### src/rtl/if_id_hazard_unit.sv
// IF/ID pipeline register with load-use stall and taken-branch flush control.
// Latency: a valid fetch reaches outPc/outInstr one edge after it is presented.
// Backpressure: pcWrite drops (and IF/ID holds) while a load-use stall is active.
module if_id_hazard_unit #(
  parameter int STALL_CYCLES = 1,
  parameter int FLUSH_CYCLES = 1
) (
  input  logic        clk,
  input  logic        rst,
  input  logic [7:0]  inPc,
  input  logic [31:0] inInstr,
  input  logic        inValid,
  input  logic        exMemRead,
  input  logic [4:0]  exRd,
  input  logic        branchTaken,
  output logic [7:0]  outPc,
  output logic [31:0] outInstr,
  output logic        outValid,
  output logic        pcWrite,
  output logic        outBubble,
  output logic [15:0] stallCount
);

  typedef enum logic [1:0] {RUN, STALL, FLUSH} state_t;
  typedef enum logic [1:0] {LD_NORMAL, LD_HOLD, LD_BUBBLE} load_t;

  // Remaining-cycle preload values; unused when the matching parameter is 1.
  localparam logic [3:0] STALL_INIT = (STALL_CYCLES > 1) ? 4'(STALL_CYCLES - 2) : 4'd0;
  localparam logic [3:0] FLUSH_INIT = (FLUSH_CYCLES > 1) ? 4'(FLUSH_CYCLES - 2) : 4'd0;

  state_t     state, state_nxt;
  logic [3:0] cnt, cnt_nxt;
  load_t      load_sel;
  logic       stall_inc;
  logic       hazard;

  // Load-use hazard: instruction in decode reads the register a load in EX is writing.
  always_comb begin
    hazard = outValid & exMemRead & (exRd != 5'd0) &
             ((exRd == outInstr[25:21]) | (exRd == outInstr[20:16]));
  end

  // Next-state and control decode; branch beats any stall, which beats normal flow.
  always_comb begin
    state_nxt = state;
    cnt_nxt   = cnt;
    pcWrite   = 1'b1;
    outBubble = 1'b0;
    load_sel  = LD_NORMAL;
    stall_inc = 1'b0;
    if (branchTaken) begin
      outBubble = 1'b1;
      load_sel  = LD_BUBBLE;
      state_nxt = (FLUSH_CYCLES > 1) ? FLUSH : RUN;
      cnt_nxt   = FLUSH_INIT;
    end else begin
      case (state)
        RUN: begin
          if (hazard) begin
            pcWrite   = 1'b0;
            outBubble = 1'b1;
            load_sel  = LD_HOLD;
            stall_inc = 1'b1;
            // With a single stall cycle the bubble now in ID/EX clears the hazard.
            if (STALL_CYCLES > 1) begin
              state_nxt = STALL;
              cnt_nxt   = STALL_INIT;
            end
          end
        end
        STALL: begin
          pcWrite   = 1'b0;
          outBubble = 1'b1;
          load_sel  = LD_HOLD;
          stall_inc = 1'b1;
          if (cnt == 4'd0) state_nxt = RUN;
          else             cnt_nxt   = cnt - 4'd1;
        end
        FLUSH: begin
          load_sel = LD_BUBBLE;
          if (cnt == 4'd0) state_nxt = RUN;
          else             cnt_nxt   = cnt - 4'd1;
        end
        default: begin
          state_nxt = RUN;
          cnt_nxt   = 4'd0;
        end
      endcase
    end
  end

  // FSM state and remaining-cycle counter.
  always_ff @(posedge clk) begin
    if (rst) begin
      state <= RUN;
      cnt   <= 4'd0;
    end else begin
      state <= state_nxt;
      cnt   <= cnt_nxt;
    end
  end

  // IF/ID register: load fetch, hold during stall, or load a bubble on flush.
  always_ff @(posedge clk) begin
    if (rst) begin
      outPc    <= 8'h00;
      outInstr <= 32'h0;
      outValid <= 1'b0;
    end else begin
      case (load_sel)
        LD_NORMAL: begin
          outPc    <= inPc;
          outInstr <= inValid ? inInstr : 32'h0;
          outValid <= inValid;
        end
        LD_BUBBLE: begin
          outPc    <= inPc;
          outInstr <= 32'h0;
          outValid <= 1'b0;
        end
        default: ;
      endcase
    end
  end

  // Saturating bring-up counter of stalled cycles.
  always_ff @(posedge clk) begin
    if (rst)
      stallCount <= 16'h0;
    else if (stall_inc && (stallCount != 16'hFFFF))
      stallCount <= stallCount + 16'd1;
  end

endmodule
### config.mk
export PLATFORM = sky130hd
export DESIGN_NAME = if_id_hazard_unit
export DESIGN_NICKNAME = d
export VERILOG_FILES = /design/src/rtl/if_id_hazard_unit.sv
export SDC_FILE = /design/constraint.sdc
export NUM_CORES = 1
export LEC_CHECK = 0
export ABC_AREA = 1
export CORE_AREA = 2 2 87 89
export DETAILED_ROUTE_END_ITERATION = 7
export DIE_AREA = 0 0 89 91
export PLACE_DENSITY = 0.83
export SETUP_SLACK_MARGIN = 0.5
export SYNTH_ARGS = -nofsm -noshare
export SYNTH_HDL_FRONTEND = slang
export SYNTH_SLANG_ARGS = --single-unit
export TNS_END_PERCENT = 5
### constraint.sdc
create_clock -name clk -period 1.6 [get_ports clk]
set_input_delay 0.48 -clock clk [delete_from_list [all_inputs] [get_ports clk]]
set_output_delay 0.48 -clock clk [all_outputs]
set_load 0.01 [all_outputs]
==> summary.txt <==
Drt
  – Post-route ant nets: 0
  – Via count: roughly 3100
  – Via/cell ratio: 5.08
  – Routed WL: 9020 um
  – Initial DRC Count: 107
  – Drt drc: 0
  – Avg WL per Cell: around 15 um
  – 1st-pass router iterations: 4

CTS
  – Number of clock sinks: 57
  – Reg clk slew, reported paths: 0.07 ns
  – Htree depth: 3
  – Clock latency on the worst-skew pair: ~0.33 ns
  – Root Buffer Master: clkbuf_8
  – Total CTS buffers: 9
  – Clock Tree Buf Depth: 2
  – CTS tree: built

Placement
  – Placer Congestion: between 0.8 and 0.9
  – Placed cell area: 4080 um^2
  – IO Port Bufs: 108
  – Post-DP HPWL: approximately 5800 um

Cells and area
  – Register area: about 1200 um^2
  – Finished Cell Area: about 4700 um^2
  – Nets: 565
  – Area delta synth->final: 74.9%
  – Fraction of layout cells with a size suffix above 1: 0.441
  – Number of antenna diodes: 0
  – Multi-input logic area: about 1500 um^2
  – Fillers: a little under 600

Setup path
  – Critical path capture point type: output pin
  – Max FO, Critical Path: 3
  – CP Data Required Time: about 1.1 ns
  – Crit start category: flop
  – Data arrival, critical path: 1.40 ns
  – Crit path kind: reg2out

Synth
  – Ys Warns: 0
  – Syn nets: 428
  – Yosys top cell area share: 0.423
  – Synth top area cells: dfxtp_1 (42%), nand2_1 (17%), a21oi_1 (8.4%), nand4_1 (8.1%), inv_1 (3.3%)
  – Syn avg cell area: ~7.2 um^2
  – Post-synth cell types: 26
  – Flops & latches, synth: 57
  – Sequential area share after synthesis: 0.423
  – Post-Syn Instances: roughly 380
  – Cell Area, Synth: 2700 um^2
  – Cell taking the most area after synthesis: dfxtp_1

STA
  – Fin Setup TNS: -3.40 ns
  – Setup Skew: 0.00658 ns
  – Hold Fails Final Rpt: 0
  – Max transition margin: 0.781
  – Worst-Margin Slew: 0.329 ns
  – Final min period: 1.88 ns
  – Fin crit share: 1.17
  – Slack of the critical path: -0.279 ns
  – Final slew viol count: 0
  – Setup Viol. Count Final: 54
  – RSZ-0062 raised after global routing: true
  – Max Freq: 0.532 GHz

Pwr
  – Final Power: between 3000 and 4000 uW
  – P_leak: roughly 0.0019 uW
  – Maximum VDD drop: approximately 0.55 mV
  – P per Cell Area: 675 nW/um^2

Global routing
  – Remaining Overflow, GRT: 0
  – Number of global-route vias before repair: 3041
  – Total track usage: 0.222
  – Antenna violations before repair: 0
  – First-pass GRT wire length: around 14000 um
  – Largest net degree at the start of global routing: 42

Die
  – Die Area: 8100 um^2
  – Num rows: 31
  – Number of top-level pins: roughly 110
  – Core box area: roughly 7100 um^2
  – Initial core utilization: 0.378
  – Die height: 91 um
  – Die W: 89 um

Min path
  – Type of the worst min-delay path: in2reg

Flow run
  – Maxcap violations: 0

Status
  – Failing checks: setup timing
  – Status: finished, violations left
==> final cells by class <==
type | instances | area share
clock buffers | 14 | 0.0387
well taps | 99 | 0.0263
repair buffers | 149 | 0.331
flip-flops and latches | 57 | 0.253
clock inverters | 2 | 0.00212
inverters | 30 | 0.0268
multi-input cells | 267 | 0.323
==> worst max-delay path, stage by stage (launching register included) <==
cell and delay [ns]:
dfxtp_2 0.35, nand2_1 0.05, inv_1 0.05, nor2_1 0.03
nor2_1 0.10, nand3_1 0.10, nand2_2 0.13, nand3_4 0.11
buf_6 0.14
==> placed cells by master (no fill, tap or decap), drive strengths merged, types with 6 or more instances in the layout <==
cell / count
nand2: 121
buf: 91
dfxtp: 57
a21oi: 55
clkdlybuf4s50: 43
nand4: 36
inv: 28
nor2: 26
clkbuf: 19
xor2: 8
nand3: 8
dlygate4sd2: 6
==> final timing paths <==
| check | end | depth (start not counted) | slack [ns] | start |
|---|---|---|---|---|
| setup / recovery | pcWrite | 8 | -0.28 | outInstr[21]$_SDFFE_PP0P_ |
| hold / removal | stallCount[15]$_SDFFE_PP0P_ | 2 | 0.45 | rst |
| setup reg to reg | outInstr[15]$_SDFFE_PP0P_ | 13 | -0.09 | outInstr[21]$_SDFFE_PP0P_ |
| hold reg to reg | outPc[1]$_SDFFE_PP0P_ | 2 | 0.47 | outPc[1]$_SDFFE_PP0P_ |
==> flip-flops by register name (all words and copies together) (netlist names) <==
register / cells
outInstr: 32
outPc: 8
outValid: 1
stallCount: 16
==> cell usage after synthesis <==
cell type and number:
inv_1 24, xor2_1 8, dfxtp_1 57, buf_1 4, nand2_2 2, nand4_2 1
nand3b_1 1, nand2_1 119, inv_2 5, nor2_4 1, nor2_2 2, o21ai_0 1
a21oi_1 45, buf_2 4, ha_1 1, clkinv_1 1, nor2_1 23, a21oi_2 10
nand3_1 6, nand4_1 35, clkbuf_1 9, xnor2_1 5, nand3_2 2, nor4_1 1
buf_4 6, nor3_1 4
==> metrics by stage <==
stage,cells,hold WS (ns),worst slack [ns],util
after floorplan,377,0.483,-0.0355,-
after global placement,591,0.448,-1.04,0.571
final,618,0.454,-0.279,0.661
after global routing,618,0.452,-0.397,0.661
after detailed placement,591,0.455,-1.06,0.571
after CTS,609,0.433,-0.273,0.620
==> metal layers <==
layer  global-route usage  vias to the layer above  wire length (um)
met5                    0                        -                 0
met4               0.0821                        0               175
met3               0.0736                       18               588
met2                0.374                      113              4600
met1                0.258                     1492              3660
li1                     -                     1518                 -
==> report_power, final <==
part           internal (uW)  switching (uW)
registers               1460            26.7
clock network            727             562
logic                    233             178
==> repair_timing <==
action,in CTS,in global routing
setup endpoints to repair,116,116
endpoints found under the hold margin,0,0
gates resized for setup,311,76
hold buffers,0,0
cloned,2,2
pin swaps,8,34
setup buffers,0,7
==> kinds of logic after synthesis <==
| family | synth area share |
|---|---|
| buffers and inverters | 0.0840 |
| adders and majority gates | 0.00464 |
| DFF | 0.423 |
| xor gates and xnor gates | 0.0422 |
| and+or+nand+nor | 0.328 |
| AOI/OAI and AO/OA | 0.118 |
Note: power is estimated with default switching activity, not from simulation.
